## config.mk

```make
export PLATFORM = sky130hd
export DESIGN_NAME = toy_trap_ctrl
export DESIGN_NICKNAME = d
export VERILOG_FILES = /design/src/rtl/toy_trap_ctrl_pkg.sv /design/src/rtl/toy_trap_csr_file.sv /design/src/rtl/toy_trap_ctrl.sv
export SDC_FILE = /design/constraint.sdc
export NUM_CORES = 1
export LEC_CHECK = 0
export ABC_AREA = 1
export CORE_ASPECT_RATIO = 1.2
export CORE_MARGIN = 3
export CORE_UTILIZATION = 54
export CTS_CLUSTER_SIZE = 28
export DETAILED_ROUTE_END_ITERATION = 10
export DONT_BUFFER_PORTS = 1
export GPL_TIMING_DRIVEN = 1
export PLACE_DENSITY_LB_ADDON = 0.15
export RECOVER_POWER = 100
export SETUP_SLACK_MARGIN = 0.02
export SYNTH_ARGS = -nofsm -noshare
export SYNTH_HDL_FRONTEND = slang
export SYNTH_SLANG_ARGS = --single-unit
```

## constraint.sdc

```tcl
create_clock -name clk -period 2.6 [get_ports clk]
set_input_delay 0.26 -clock clk [delete_from_list [all_inputs] [get_ports clk]]
set_output_delay 0.26 -clock clk [all_outputs]
set_load 0.005 [all_outputs]
```

## src/rtl/toy_trap_ctrl_pkg.sv

```systemverilog
// Shared constants for the trap controller: CSR addresses, status bit positions and FSM states.
package toy_trap_ctrl_pkg;

    localparam logic [11:0] CSR_MSTATUS = 12'h300;
    localparam logic [11:0] CSR_MTVEC   = 12'h305;
    localparam logic [11:0] CSR_MEPC    = 12'h341;
    localparam logic [11:0] CSR_MCAUSE  = 12'h342;
    localparam logic [11:0] CSR_MTVAL   = 12'h343;
    localparam logic [11:0] CSR_DCSR    = 12'h7B0;

    localparam int MSTATUS_MIE  = 3;
    localparam int MSTATUS_MPIE = 7;
    localparam int DCSR_STEP    = 2;

    typedef enum logic [1:0] {
        TRAP_IDLE     = 2'd0,
        TRAP_FLUSH    = 2'd1,
        TRAP_REDIRECT = 2'd2
    } trap_state_e;

endpackage

```

## src/rtl/toy_trap_csr_file.sv

```systemverilog
// Machine trap CSRs with trap/mret capture priority over software writes.
// TOY_TRAP_VECTORED_EN keeps the mtvec mode bits; otherwise they read as zero.
module toy_trap_csr_file
    import toy_trap_ctrl_pkg::*;
#(
    parameter int                    ADDR_WIDTH  = 32,
    parameter logic [ADDR_WIDTH-1:0] MTVEC_RESET = 32'h0000_0100
) (
    input  logic                  clk,
    input  logic                  rst,
    input  logic                  csr_wr_en,
    input  logic [11:0]           csr_wr_addr,
    input  logic [ADDR_WIDTH-1:0] csr_wr_data,
    input  logic [11:0]           csr_rd_addr,
    output logic [ADDR_WIDTH-1:0] csr_rd_data,
    input  logic                  trap_take,
    input  logic [ADDR_WIDTH-1:0] trap_pc,
    input  logic [31:0]           trap_cause,
    input  logic [ADDR_WIDTH-1:0] trap_extra_info,
    input  logic                  mret_take,
    output logic [ADDR_WIDTH-1:0] mtvec,
    output logic [ADDR_WIDTH-1:0] mepc,
    output logic                  mie,
    output logic                  dcsr_step
);

    localparam logic [ADDR_WIDTH-1:0] ALIGN_MASK = ~ADDR_WIDTH'(3);

`ifdef TOY_TRAP_VECTORED_EN
    localparam logic [ADDR_WIDTH-1:0] MTVEC_MASK = '1;
`else
    localparam logic [ADDR_WIDTH-1:0] MTVEC_MASK = ALIGN_MASK;
`endif

    logic                  mpie;
    logic [ADDR_WIDTH-1:0] mcause;
    logic [ADDR_WIDTH-1:0] mtval;

    // Software writes land first; a trap or mret in the same cycle then overrides the status/capture registers.
    always_ff @(posedge clk) begin
        if (rst) begin
            mie       <= 1'b0;
            mpie      <= 1'b0;
            mepc      <= '0;
            mcause    <= '0;
            mtval     <= '0;
            mtvec     <= MTVEC_RESET & MTVEC_MASK;
            dcsr_step <= 1'b0;
        end else begin
            if (csr_wr_en) begin
                case (csr_wr_addr)
                    CSR_MSTATUS: begin
                        mie  <= csr_wr_data[MSTATUS_MIE];
                        mpie <= csr_wr_data[MSTATUS_MPIE];
                    end
                    CSR_MTVEC:  mtvec     <= csr_wr_data & MTVEC_MASK;
                    CSR_MEPC:   mepc      <= csr_wr_data & ALIGN_MASK;
                    CSR_MCAUSE: mcause    <= csr_wr_data;
                    CSR_MTVAL:  mtval     <= csr_wr_data;
                    CSR_DCSR:   dcsr_step <= csr_wr_data[DCSR_STEP];
                    default: ;
                endcase
            end
            if (trap_take) begin
                mepc   <= trap_pc & ALIGN_MASK;
                mcause <= ADDR_WIDTH'(trap_cause);
                mtval  <= trap_extra_info;
                mpie   <= mie;
                mie    <= 1'b0;
            end else if (mret_take) begin
                mie  <= mpie;
                mpie <= 1'b1;
            end
        end
    end

    always_comb begin
        csr_rd_data = '0;
        case (csr_rd_addr)
            CSR_MSTATUS: begin
                csr_rd_data[MSTATUS_MIE]  = mie;
                csr_rd_data[MSTATUS_MPIE] = mpie;
            end
            CSR_MTVEC:  csr_rd_data = mtvec;
            CSR_MEPC:   csr_rd_data = mepc;
            CSR_MCAUSE: csr_rd_data = mcause;
            CSR_MTVAL:  csr_rd_data = mtval;
            CSR_DCSR:   csr_rd_data[DCSR_STEP] = dcsr_step;
            default: ;
        endcase
    end

endmodule

```

## src/rtl/toy_trap_ctrl.sv

```systemverilog
// Trap receive FSM: accept trap/mret, flush for FLUSH_CYCLES, then redirect fetch.
// TOY_TRAP_VECTORED_EN enables vectored interrupt targets from mtvec mode 1.
module toy_trap_ctrl
    import toy_trap_ctrl_pkg::*;
#(
    parameter int                    ADDR_WIDTH   = 32,
    parameter int                    FLUSH_CYCLES = 2,
    parameter logic [ADDR_WIDTH-1:0] MTVEC_RESET  = 32'h0000_0100
) (
    input  logic                  clk,
    input  logic                  rst,
    input  logic                  trap_vld,
    input  logic [ADDR_WIDTH-1:0] trap_pc,
    input  logic [31:0]           trap_cause,
    input  logic [ADDR_WIDTH-1:0] trap_extra_info,
    output logic                  trap_rdy,
    output logic                  trap_step_en,
    input  logic                  mret_vld,
    output logic                  mret_rdy,
    input  logic                  csr_wr_en,
    input  logic [11:0]           csr_wr_addr,
    input  logic [ADDR_WIDTH-1:0] csr_wr_data,
    input  logic [11:0]           csr_rd_addr,
    output logic [ADDR_WIDTH-1:0] csr_rd_data,
    output logic                  flush,
    output logic                  redirect_vld,
    input  logic                  redirect_rdy,
    output logic [ADDR_WIDTH-1:0] redirect_pc,
    output logic                  irq_global_en
);

    localparam int CNT_W = (FLUSH_CYCLES > 1) ? $clog2(FLUSH_CYCLES) : 1;

    trap_state_e           state;
    logic [CNT_W-1:0]      flush_cnt;
    logic [ADDR_WIDTH-1:0] target;
    logic [ADDR_WIDTH-1:0] trap_target;
    logic [ADDR_WIDTH-1:0] mtvec;
    logic [ADDR_WIDTH-1:0] mepc;
    logic                  dcsr_step;
    logic                  trap_take;
    logic                  mret_take;

    assign trap_take = (state == TRAP_IDLE) && trap_vld;
    assign mret_take = (state == TRAP_IDLE) && mret_vld && !trap_vld;

    toy_trap_csr_file #(
        .ADDR_WIDTH  (ADDR_WIDTH),
        .MTVEC_RESET (MTVEC_RESET)
    ) u_csr (
        .clk             (clk),
        .rst             (rst),
        .csr_wr_en       (csr_wr_en),
        .csr_wr_addr     (csr_wr_addr),
        .csr_wr_data     (csr_wr_data),
        .csr_rd_addr     (csr_rd_addr),
        .csr_rd_data     (csr_rd_data),
        .trap_take       (trap_take),
        .trap_pc         (trap_pc),
        .trap_cause      (trap_cause),
        .trap_extra_info (trap_extra_info),
        .mret_take       (mret_take),
        .mtvec           (mtvec),
        .mepc            (mepc),
        .mie             (irq_global_en),
        .dcsr_step       (dcsr_step)
    );

    always_comb begin
        trap_target = mtvec & ~ADDR_WIDTH'(3);
`ifdef TOY_TRAP_VECTORED_EN
        if (mtvec[1:0] == 2'b01 && trap_cause[31])
            trap_target = (mtvec & ~ADDR_WIDTH'(3)) + ADDR_WIDTH'({trap_cause[30:0], 2'b00});
`endif
    end

    // Target is latched at accept so later CSR writes cannot move an in-flight redirect.
    always_ff @(posedge clk) begin
        if (rst) begin
            state     <= TRAP_IDLE;
            flush_cnt <= '0;
            target    <= '0;
        end else begin
            case (state)
                TRAP_IDLE: begin
                    if (trap_take) begin
                        target    <= trap_target;
                        flush_cnt <= CNT_W'(FLUSH_CYCLES - 1);
                        state     <= TRAP_FLUSH;
                    end else if (mret_take) begin
                        target    <= mepc;
                        flush_cnt <= CNT_W'(FLUSH_CYCLES - 1);
                        state     <= TRAP_FLUSH;
                    end
                end
                TRAP_FLUSH: begin
                    if (flush_cnt == '0)
                        state <= TRAP_REDIRECT;
                    else
                        flush_cnt <= flush_cnt - 1'b1;
                end
                TRAP_REDIRECT: begin
                    if (redirect_rdy)
                        state <= TRAP_IDLE;
                end
                default: state <= TRAP_IDLE;
            endcase
        end
    end

    assign trap_rdy     = (state == TRAP_IDLE);
    assign mret_rdy     = (state == TRAP_IDLE) && !trap_vld;
    assign flush        = (state == TRAP_FLUSH);
    assign redirect_vld = (state == TRAP_REDIRECT);
    assign redirect_pc  = (state == TRAP_REDIRECT) ? target : '0;
    assign trap_step_en = dcsr_step && (state == TRAP_IDLE);

endmodule

```

=== Word-level counts from Yosys, hierarchy flattened ===
Index checks and enable logic that the tools add are counted.

* Logic and storage cells: 90
* Input port bits: 158
* Register bits after elaboration: 162
* Output and inout bits: 70

* Add/subtract/negate cells: 1
* Reductions and logical operators: 28
* Mux-type cells: 34
* Equal/unequal tests: 17

{| class="wikitable"
|+ Operators with widths
! operator !! number
|-
| $mux W32 || 12
|-
| $eq A12 B10 Y1 const B || 10
|-
| $pmux W24 S4 || 1
|-
| $eq A12 B11 Y1 const B || 2
|-
| $reduce_and A2 Y1 || 9
|-
| $reduce_bool A2 Y1 || 8
|-
| $pmux W1 S5 || 3
|-
| $pmux W3 S4 || 1
|-
| $mux W1 || 10
|-
| $mux W2 || 4
|-
| $pmux W2 S3 || 1
|-
| $reduce_bool A3 Y1 || 2
|-
| $logic_and A1 B1 Y1 || 5
|-
| $pmux W2 S2 || 1
|-
| $ne A3 B1 Y1 const B || 1
|-
| $reduce_and A3 Y1 || 1
|-
| $eq A2 B1 Y1 const B || 1
|-
| $eq A2 B2 Y1 const B || 1
|-
| $logic_not A2 Y1 || 1
|-
| $ne A2 B1 Y1 const B || 1
|-
| $ne A2 B2 Y1 const B || 1
|-
| $pmux W1 S2 || 1
|-
| $reduce_or A2 Y1 || 1
|-
| $logic_not A1 Y1 || 1
|-
| $sub A1 B1 Y1 const B || 1
|}

=== Logic depth before layout (Yosys ltp) ===
Gate-level depths: netlist (run 1).

* Depth after elaboration: 6
* Mapped depth: 10
* Mapped depth without buffers: 9

=== Hierarchy ===
Synthesis (run 1) repeated with hierarchy kept, for this count alone.

* Cells, all modules: 1,509
* Area total of the unflattened synthesis: 9,375.2 sq um

{| class="wikitable"
|+ By module, submodules not included
! module !! area each (sq um) !! cells an instance !! seq. area each (sq um) !! times used
|-
| toy_trap_csr_file || 7,076.8 || 1,147 || 2,542.4 || 1
|-
| toy_trap_ctrl || 2,298.5 || 362 || 700.7 || 1
|}

=== Least setup slack after synthesis (run 1) ===
Ideal clock, no wire load.

* Path type: input-to-output
* Start point: input port csr_rd_addr[7]
* End point: output port csr_rd_data[7]
* Cell stages on the path: 10
* Required time: 2,340 ps
* Slack: 1,225 ps
* Path buffers: 2
* Arrival: 1,115 ps
* Path through: inv_1 -> nand2_1 -> nor2_1 -> and2_0 -> buf_2 -> buf_4 -> nand3_1 -> o21ai_1 -> inv_1 -> nand2_1

* Word-level cells in the longest chain between the ends: 2
* Elaborated cells on any way between the ends: 6
* Those cells by class: eq/ne (5); mux (1)

{| class="wikitable"
|+ Ends and longest elaborated chain
! what !! RTL line !! text
|-
| from (decl) || toy_trap_ctrl.sv:23 || <nowiki>input logic [11:0] csr_rd_addr,</nowiki>
|-
| $eq A12 B10 Y1 || toy_trap_csr_file.sv:79 || <nowiki>case (csr_rd_addr)</nowiki>
|-
| $pmux W1 S5 (*) || toy_trap_csr_file.sv:79 ||
|-
| to (decl) || toy_trap_ctrl.sv:24 || <nowiki>output logic [ADDR_WIDTH-1:0] csr_rd_data,</nowiki>
|}

Mark *: on every way between the ends. The rest lies on a longest branch, timed or not.

=== Worst setup path in the final report (run 1) ===
* Start point: register state[0]
* End point: register target[17]

* Word-level cells in the longest chain between the ends: 5
* Elaborated cells on any way between the ends: 7
* Those cells by class: mux (1); reduce/logical (6)

{| class="wikitable"
|+ Ends and longest elaborated chain
! what !! RTL line !! text
|-
| from (decl) || toy_trap_ctrl.sv:34 || <nowiki>trap_state_e state;</nowiki>
|-
| from (signal assigned) || toy_trap_ctrl.sv:80 || <nowiki>state <= TRAP_IDLE;</nowiki>
|-
| from (signal assigned) || toy_trap_ctrl.sv:89 || <nowiki>state <= TRAP_FLUSH;</nowiki>
|-
| from (signal assigned) || toy_trap_ctrl.sv:93 || <nowiki>state <= TRAP_FLUSH;</nowiki>
|-
| $logic_not A2 Y1 (*) || -- ||
|-
| via trap_rdy || toy_trap_ctrl.sv:16 || <nowiki>output logic trap_rdy,</nowiki>
|-
| $logic_and A1 B1 Y1 (2 in series) || toy_trap_ctrl.sv:45 || <nowiki>assign mret_take = (state == TRAP_IDLE) && mret_vld && !trap_vld;</nowiki>
|-
| $reduce_bool A2 Y1 (no line) || -- ||
|-
| $reduce_and A2 Y1 (no line) || -- ||
|-
| to (signal assigned) || toy_trap_ctrl.sv:87 || <nowiki>target <= trap_target;</nowiki>
|-
| to (signal assigned) || toy_trap_ctrl.sv:91 || <nowiki>target <= mepc;</nowiki>
|-
| to (decl) || toy_trap_ctrl.sv:36 || <nowiki>logic [ADDR_WIDTH-1:0] target;</nowiki>
|}

The timed path passes the listed nets; every way through them passes the cells marked *.
A chain may end at the register's enable or synchronous reset.

==> metrics.txt, run 1 <==
# TYPE chip_impl_metric gauge
chip_impl_info{name="run_status",value="finished, final reports clean"} 1
chip_impl_metric{name="worst_pin_slew",unit="ps"} 1430
chip_impl_info{name="cell_accounting_for_the_most_synthesized_area",value="sky130_fd_sc_hd__dfxtp_1"} 1
chip_impl_metric{name="port_buffers",unit=""} 0
chip_impl_metric{name="max_freq",unit="MHz"} 420
chip_impl_metric{name="max_cap_viol_count",unit=""} 0
chip_impl_info{name="critical_path.reg2reg.endpoint",value="target[17]$_SDFFE_PP0P_"} 1
chip_impl_info{name="synth.most_common_cell",value="sky130_fd_sc_hd__nand2_1"} 1
chip_impl_metric{name="ys_ff_latch",unit=""} 160
chip_impl_info{name="setup.worst_path.class",value="reg2reg"} 1
chip_impl_metric{name="avgViaCountPerCell",unit=""} 5.79
chip_impl_metric{name="route.layer.met1.wl",unit="um"} 12000
chip_impl_metric{name="drtAntennaViolNets",unit=""} 0
chip_impl_metric{name="slew_margin_rel",unit="%"} 4.41
chip_impl_metric{name="cts_sinks",unit=""} 160
chip_impl_info{name="worstHoldEndpoint",value="u_csr.mtvec[8]$_SDFFE_PP1P_"} 1
chip_impl_metric{name="synth_cell_types",unit=""} 30
chip_impl_metric{name="grt_use_total",unit="%"} 30.2
chip_impl_metric{name="grt_max_degree",unit=""} 121
chip_impl_metric{name="cts.repair.resized",unit=""} 0
chip_impl_metric{name="placeableCoreArea",unit="um2"} 15900
chip_impl_metric{name="detail_route.drc_violations",unit=""} 0
chip_impl_metric{name="rrSetupSlack",unit="ps"} 220
chip_impl_metric{name="async_flop_share",unit="%"} 0
chip_impl_metric{name="post_drt_wl_per_cell",unit="um"} 17.3
chip_impl_metric{name="clk_pin_slew",unit="ps"} 60
chip_impl_metric{name="drt-total-wl",unit="um"} 27900
chip_impl_metric{name="die-width",unit="um"} 123
chip_impl_metric{name="pwr_density_cell",unit="nW/um2"} 670
chip_impl_metric{name="dpl.cell_count",unit=""} 1552
chip_impl_metric{name="finalCoreUtilization",unit="%"} 61.2
chip_impl_metric{name="cts_max_level",unit=""} 4
chip_impl_metric{name="overflow",unit=""} 0
chip_impl_metric{name="synth_enable_flop_cells",unit=""} 0
chip_impl_metric{name="syn_inst",unit=""} 1435
chip_impl_info{name="synthTopCellsByCount",value="418 x sky130_fd_sc_hd__nand2_1, 223 x sky130_fd_sc_hd__nand3_1, 160 x sky130_fd_sc_hd__dfxtp_1"} 1
chip_impl_metric{name="p_leak",unit="nW"} 4.23
chip_impl_metric{name="cts_buffer_depth",unit=""} 2
chip_impl_metric{name="ys_warn_count",unit=""} 0
chip_impl_info{name="worst_r2r_startpoint",value="state[0]$_SDFFE_PP0P_"} 1
chip_impl_metric{name="insertedDiodeCount",unit=""} 0
chip_impl_metric{name="period_minus_slack",unit="ps"} 2380
chip_impl_metric{name="fp.dieH",unit="um"} 147
chip_impl_metric{name="worst_supply_voltage_drop_on_vdd",unit="mV"} 0.425
chip_impl_metric{name="hold_ws",unit="ps"} 19.8
chip_impl_metric{name="worst_hold_path.num_cells",unit=""} 2
chip_impl_metric{name="detailed_route_wirelength_on_metal3",unit="um"} 2670
chip_impl_metric{name="dr_wl_met2",unit="um"} 12400
chip_impl_metric{name="timing.final.max_slew_violations",unit=""} 0
chip_impl_metric{name="floorplan.die_area",unit="um2"} 18100
chip_impl_metric{name="layout.nets",unit=""} 1551
chip_impl_metric{name="finClkSkew",unit="ps"} 7.70
chip_impl_metric{name="r2r.worst_path.cells",unit=""} 6
chip_impl_metric{name="number_of_hold_violations_in_the_final_report",unit=""} 0
chip_impl_metric{name="firstDrtPassIters",unit=""} 5
chip_impl_metric{name="antenna_found_initial",unit=""} 0
chip_impl_metric{name="tns",unit="ps"} 0
chip_impl_metric{name="flow.area_growth_from_synthesis",unit="%"} 9.09
chip_impl_metric{name="synth.avg_cell_area",unit="um2"} 6.22
chip_impl_info{name="cell_at_the_root_of_the_clock_tree",value="sky130_fd_sc_hd__clkbuf_16"} 1
chip_impl_metric{name="layout-drive-gt1-share",unit="%"} 4.41
chip_impl_metric{name="num_io_pins",unit=""} 228
chip_impl_info{name="critPathCaptureType",value="register"} 1
chip_impl_metric{name="grt_first_pass_wirelength",unit="um"} 43500
chip_impl_metric{name="cts_made_buffers",unit=""} 17
chip_impl_metric{name="synth_seq_area_share",unit="%"} 35.9
chip_impl_metric{name="worst_ep_required_time",unit="ps"} 2940
chip_impl_metric{name="clock_latency",unit="ps"} 420
chip_impl_metric{name="path_max_fanout",unit=""} 103
chip_impl_metric{name="initial_core_util",unit="%"} 56.1
chip_impl_metric{name="dp_hpwl",unit="um"} 17500
chip_impl_info{name="clock_tree_from_tritoncts",value="yes"} 1
chip_impl_metric{name="drt-initial-drc-count",unit=""} 1125
chip_impl_metric{name="final_cell_count_no_fill",unit=""} 1614
chip_impl_info{name="grt_setup_unrepaired",value="no"} 1
chip_impl_info{name="ys.flop_type",value="sky130_fd_sc_hd__dfxtp_1"} 1
chip_impl_metric{name="final_min_period_over_clock_period",unit="%"} 91.5
chip_impl_metric{name="cp.arrival",unit="ps"} 2720
chip_impl_info{name="top_signal_layer_used",value="met4"} 1
chip_impl_metric{name="place_congestion",unit=""} 0.890
chip_impl_info{name="min-delay-start",value="csr_wr_data[8]"} 1
chip_impl_info{name="timing.critical_path.from_type",value="register"} 1
chip_impl_metric{name="synth_largest_type_area_fraction",unit="%"} 35.9
chip_impl_metric{name="grt_pass1_vias",unit=""} 8148
chip_impl_metric{name="setup_viol",unit=""} 0
chip_impl_info{name="timing.hold.worst.class",value="in2reg"} 1
chip_impl_metric{name="core.rowCount",unit=""} 50
chip_impl_metric{name="via_count_of_the_routed_design",unit=""} 9337
chip_impl_metric{name="post_synth_instance_area",unit="um2"} 8920
chip_impl_info{name="synth.top_cells.by_area",value="sky130_fd_sc_hd__dfxtp_1 36%, sky130_fd_sc_hd__nand2_1 18%, sky130_fd_sc_hd__nand3_1 13%"} 1
-- worst max-delay path by stage --
stage / startpoint / end / slack [ps] / cells past startpoint
floorplan: csr_rd_addr[7] / csr_rd_data[7] / 1220 / 10
CTS: state[1]$_SDFFE_PP0P_ / redirect_pc[12] / 280 / 4
detailed placement: state[0]$_SDFFE_PP0P_ / u_csr.mcause[7]$_SDFFE_PP0P_ / 690 / 8
finish: state[0]$_SDFFE_PP0P_ / target[17]$_SDFFE_PP0P_ / 220 / 6
global route: state[0]$_SDFFE_PP0P_ / target[17]$_SDFFE_PP0P_ / 90 / 6
global placement: csr_rd_addr[7] / csr_rd_data[3] / 720 / 9
-- state kept, by name, indices dropped and copies added (netlist names), 2 cells and up --
name and cells:
u_csr.mcause 32, u_csr.mtval 32, target 30, u_csr.mepc 30, u_csr.mtvec 30, state 2
-- where the power goes --
group	internal (mW)	leakage, nW	switching, mW
registers	2.66	1.31	0.0957
clock network	1.66	0.300	1.01
logic	0.353	2.62	0.740
-- kinds of logic after synthesis --
| group | after synthesis | synth area share [%] |
|---|---|---|
| buf+inv | 205 | 10.4 |
| flops | 160 | 35.9 |
| simple gates | 874 | 42.6 |
| other cells | 1 | 0.0420 |
| compound gates | 195 | 11.1 |
-- layout make-up --
cell class	instances	area [um2]
Multi-Input combinational cell	1071	4810
Tap cell	208	260
Clock inverter	10	159
Timing Repair Buffer	53	498
Inverter	90	339
Clock buffer	22	464
Sequential cell	160	3200
Fill cell	1629	6160
-- critical path, stage by stage (launching register included) --
cell and delay (ps):
sky130_fd_sc_hd__dfxtp_1 320, sky130_fd_sc_hd__nor2_1 430, sky130_fd_sc_hd__nand2_8 240, sky130_fd_sc_hd__buf_4 460, sky130_fd_sc_hd__o21ai_0 490, sky130_fd_sc_hd__o21ai_1 110
sky130_fd_sc_hd__a21oi_1 160
-- cell usage in the layout, fill, tap and decap left out, types with 2 or more instances in the layout --
master                          count
sky130_fd_sc_hd__buf_4             12
sky130_fd_sc_hd__nand4_1           30
sky130_fd_sc_hd__inv_1             89
sky130_fd_sc_hd__nand2_1          418
sky130_fd_sc_hd__nor2_1           154
sky130_fd_sc_hd__nor3_1             6
sky130_fd_sc_hd__clkbuf_1           6
sky130_fd_sc_hd__nand3b_1          30
sky130_fd_sc_hd__nand3_1          223
sky130_fd_sc_hd__dfxtp_1          160
sky130_fd_sc_hd__a31oi_1            4
sky130_fd_sc_hd__nand2_2            3
sky130_fd_sc_hd__clkbuf_8           2
sky130_fd_sc_hd__clkbuf_2           4
sky130_fd_sc_hd__clkinv_2           4
sky130_fd_sc_hd__a21oi_1          124
sky130_fd_sc_hd__nor2_2             4
sky130_fd_sc_hd__o21ai_1            8
sky130_fd_sc_hd__clkbuf_16         17
sky130_fd_sc_hd__and2_1             2
sky130_fd_sc_hd__conb_1             2
sky130_fd_sc_hd__dlygate4sd3_1     29
sky130_fd_sc_hd__bufinv_16          4
sky130_fd_sc_hd__buf_12             2
sky130_fd_sc_hd__clkinvlp_4         2
sky130_fd_sc_hd__o21ai_0           55
-- per-layer routing --
layer | up-vias | track usage, %
met5 | - | 0
met4 | 0 | 11.1
met1 | 4249 | 42.9
met2 | 454 | 45.3
li1 | 4575 | -
met3 | 59 | 6.24
-- stage by stage --
stage	instance area, um2	setup slack, ps	total power, mW
global placement	8860	723	3.83
CTS	9800	284	6.54
detailed placement	8860	692	3.84
finish	9730	220	6.52
floorplan	8920	1220	3.65
global route	9730	86.2	6.80
-- repair_timing --
item	in CTS	in global routing
setup buffers	0	0
hold endpoints to repair	94	0
hold buffers	30	0
Power figures use the tool's default switching activity.
==> run 2, diff against run 1 <==
==> constraint.sdc (replaced) <==
create_clock -name clk -period 2.4 [get_ports clk]
set_input_delay 0.24 -clock clk [delete_from_list [all_inputs] [get_ports clk]]
set_output_delay 0.24 -clock clk [all_outputs]
set_load 0.005 [all_outputs]
==> run 2 against run 1 <==
  * The run now ends with capacitance limit, slew limit left
  * Routed wire length grew 1.0%
  * Global-route usage grew 0.80 points
  * Combinational power grew 14%
  * Count of clock-buffer cells in the layout up 1
  * Clock skew about the same
  * Power rose by 13%
  * Cell count rose by 0.25%
  * Sequential share of layout area shrank 0.57 points
  * Register-to-register slack better by 110 ps
  * Non-clock buffer count rose by 4
  * Critical path type unchanged
  * Largest cell class unchanged
==> metrics.txt, run 2 (synthesized netlist as in run 1, its figures left out) <==
# TYPE chip_impl_metric gauge
chip_impl_info{name="run_status",value="complete, but fails checks"} 1
chip_impl_info{name="failing_checks",value="capacitance limit, slew limit"} 1
chip_impl_metric{name="clock_latency",unit="ps"} 430
chip_impl_metric{name="post_drt_wl_per_cell",unit="um"} 17.4
chip_impl_info{name="cpMaxStageDelayCell",value="sky130_fd_sc_hd__o21ai_0"} 1
chip_impl_metric{name="firstDrtPassIters",unit=""} 8
chip_impl_metric{name="max_cap_viol_count",unit=""} 1
chip_impl_metric{name="port_buffers",unit=""} 0
chip_impl_metric{name="drtAntennaViolNets",unit=""} 0
chip_impl_metric{name="flow.area_growth_from_synthesis",unit="%"} 11.0
chip_impl_metric{name="layout-drive-gt1-share",unit="%"} 4.61
chip_impl_metric{name="floorplan.die_area",unit="um2"} 18100
chip_impl_info{name="layout.cells.most_common_list",value="418 x sky130_fd_sc_hd__nand2_1, 224 x sky130_fd_sc_hd__nand3_1, 160 x sky130_fd_sc_hd__dfxtp_1"} 1
chip_impl_metric{name="rrSetupSlack",unit="ps"} 330
chip_impl_metric{name="core.rowCount",unit=""} 50
chip_impl_metric{name="drt-total-wl",unit="um"} 28200
chip_impl_metric{name="finClkSkew",unit="ps"} 7.73
chip_impl_metric{name="grt_pass1_vias",unit=""} 8541
chip_impl_metric{name="number_of_hold_violations_in_the_final_report",unit=""} 0
chip_impl_metric{name="post-cts-setup-buffers",unit=""} 0
chip_impl_metric{name="fp.dieH",unit="um"} 147
chip_impl_metric{name="stdcell_area",unit="um2"} 9900
chip_impl_metric{name="pwr_density_cell",unit="nW/um2"} 744
chip_impl_metric{name="r2r.worst_path.cells",unit=""} 6
chip_impl_metric{name="cts.repair.resized",unit=""} 0
chip_impl_metric{name="p_leak",unit="nW"} 4.31
chip_impl_metric{name="avgViaCountPerCell",unit=""} 5.73
chip_impl_metric{name="cts_max_level",unit=""} 4
chip_impl_metric{name="clk_pin_slew",unit="ps"} 60
chip_impl_metric{name="timing.final.max_slew_violations",unit=""} 34
chip_impl_metric{name="setup_viol",unit=""} 0
chip_impl_metric{name="worst_supply_voltage_drop_on_vdd",unit="mV"} 0.457
chip_impl_metric{name="period_minus_slack",unit="ps"} 2070
chip_impl_metric{name="place_congestion",unit=""} 0.914
chip_impl_metric{name="layout.nets",unit=""} 1555
chip_impl_metric{name="drt-initial-drc-count",unit=""} 986
chip_impl_metric{name="cts_sinks",unit=""} 160
chip_impl_metric{name="cts_buffer_depth",unit=""} 2
chip_impl_metric{name="slew_margin_rel",unit="%"} -7.20
chip_impl_metric{name="antenna_found_initial",unit=""} 0
chip_impl_metric{name="placement_cell_area",unit="um2"} 8940
chip_impl_info{name="path_common_cell",value="sky130_fd_sc_hd__o21ai_0"} 1
chip_impl_info{name="critPathCaptureType",value="register"} 1
chip_impl_metric{name="worst_ep_required_time",unit="ps"} 2750
chip_impl_metric{name="grt_first_pass_wirelength",unit="um"} 44700
chip_impl_info{name="crit_end",value="target[9]$_SDFFE_PP0P_"} 1
chip_impl_info{name="clock_tree_from_tritoncts",value="yes"} 1
chip_impl_metric{name="final_min_period_over_clock_period",unit="%"} 86.2
chip_impl_metric{name="tns",unit="ps"} 0
chip_impl_info{name="critical_path.reg2reg.endpoint",value="target[9]$_SDFFE_PP0P_"} 1
chip_impl_metric{name="num_io_pins",unit=""} 228
chip_impl_metric{name="dp_hpwl",unit="um"} 17600
chip_impl_metric{name="path_max_fanout",unit=""} 28
chip_impl_metric{name="cp.arrival",unit="ps"} 2420
chip_impl_info{name="grt_setup_unrepaired",value="no"} 1
chip_impl_metric{name="insertedDiodeCount",unit=""} 0
chip_impl_metric{name="via_count_of_the_routed_design",unit=""} 9268
chip_impl_metric{name="holdBufCountCts",unit=""} 31
chip_impl_metric{name="filler_cell_count",unit=""} 1554
chip_impl_info{name="crit_path_cell_trace",value="nor2_4 > nand2_8 > clkbuf_2 > o21ai_0 > o21ai_0 > a21oi_1"} 1
chip_impl_info{name="largest_registers",value="u_csr.mcause (32), u_csr.mtval (32)"} 1
chip_impl_metric{name="max_freq",unit="MHz"} 483
chip_impl_metric{name="cts_made_buffers",unit=""} 17
chip_impl_metric{name="die-width",unit="um"} 123
chip_impl_metric{name="detail_route.drc_violations",unit=""} 0
chip_impl_metric{name="placeableCoreArea",unit="um2"} 15900
chip_impl_info{name="timing.hold.worst.class",value="in2reg"} 1
chip_impl_metric{name="grt_use_total",unit="%"} 31.1
chip_impl_metric{name="worst_pin_slew",unit="ps"} 1610
chip_impl_metric{name="initial_core_util",unit="%"} 56.1
chip_impl_info{name="timing.critical_path.from_type",value="register"} 1
chip_impl_info{name="worst_r2r_startpoint",value="state[1]$_SDFFE_PP0P_"} 1
chip_impl_info{name="critical_path.startpoint",value="state[1]$_SDFFE_PP0P_"} 1
chip_impl_info{name="mostFrequentLayoutCell",value="sky130_fd_sc_hd__nand2_1"} 1
chip_impl_info{name="cell_at_the_root_of_the_clock_tree",value="sky130_fd_sc_hd__clkbuf_16"} 1
chip_impl_metric{name="slowest_delay",unit="ps"} 520
chip_impl_metric{name="grt_max_degree",unit=""} 121
chip_impl_metric{name="overflow",unit=""} 0
chip_impl_info{name="setup.worst_path.class",value="reg2reg"} 1
-- run 2: changes by cell type in the layout (fill, tap and decap cells not counted), moves of 2 or more --
cell | previous run | this run
sky130_fd_sc_hd__buf_12 | 2 | 8
sky130_fd_sc_hd__buf_4 | 12 | 10
sky130_fd_sc_hd__bufinv_16 | 4 | 6
sky130_fd_sc_hd__clkinv_2 | 4 | 2
sky130_fd_sc_hd__clkinvlp_4 | 2 | 0
-- run 2: final cells by class --
cell class,count,area [um2],share of cell area [%]
Timing Repair Buffer,57,602,6.08
Sequential cell,160,3200,32.3
Clock inverter,9,203,2.05
Tap cell,208,260,2.63
Clock buffer,23,478,4.83
Inverter,90,339,3.42
Multi-Input combinational cell,1071,4820,48.7
-- run 2: layer usage --
layer	wire length, um	up-vias	GRT usage [%]
met4	727	0	10.7
met3	2780	57	6.85
met5	0	-	0
li1	-	4583	-
met1	12000	4166	43.3
met2	12600	462	47.4
-- run 2: per-stage QoR --
| step | hold slack, ps | cells | util, % | power, mW | setup slack [ps] |
|---|---|---|---|---|---|
| 6_report | 34.2 | 1618 | 62.3 | 7.37 | 330 |
| 5_1_grt | 30.6 | 1618 | 62.3 | 7.70 | 158 |
| 4_1_cts | 23.1 | 1618 | 62.6 | 7.39 | 440 |
| 3_5_place_dp | 322 | 1555 | 56.2 | 4.21 | 632 |
| 3_3_place_gp | 320 | 1555 | 56.2 | 4.18 | 652 |
| 2_1_floorplan | 375 | 1436 | - | 3.96 | 1060 |
-- run 2: where the power goes --
| part | leakage, nW | internal [mW] | switching (mW) |
|---|---|---|---|
| registers | 1.31 | 2.88 | 0.108 |
| clock network | 0.332 | 2.04 | 1.10 |
| logic | 2.67 | 0.425 | 0.812 |
-- run 2: worst min-delay path by stage --
| stage | cells past startpoint | to | slack (ps) | start |
|---|---|---|---|---|
| after CTS | 2 | state[1]$_SDFFE_PP0P_ | 20 | redirect_rdy |
| final | 2 | state[1]$_SDFFE_PP0P_ | 30 | redirect_rdy |
| after detailed placement | 1 | u_csr.mepc[27]$_SDFFE_PP0P_ | 320 | rst |
| after global placement | 1 | state[0]$_SDFFE_PP0P_ | 320 | rst |
| after floorplan | 2 | u_csr.mtvec[10]$_SDFFE_PP0P_ | 370 | csr_wr_data[10] |
| after global routing | 2 | state[1]$_SDFFE_PP0P_ | 30 | redirect_rdy |
-- run 2: critical path: cells and delay by family (launching register included) --
kind / cells / cell delay, ps
DFF: 1 / 360
AOI/OAI and AO/OA: 3 / 820
and+or+nand+nor: 2 / 420
buffers and inverters: 1 / 400
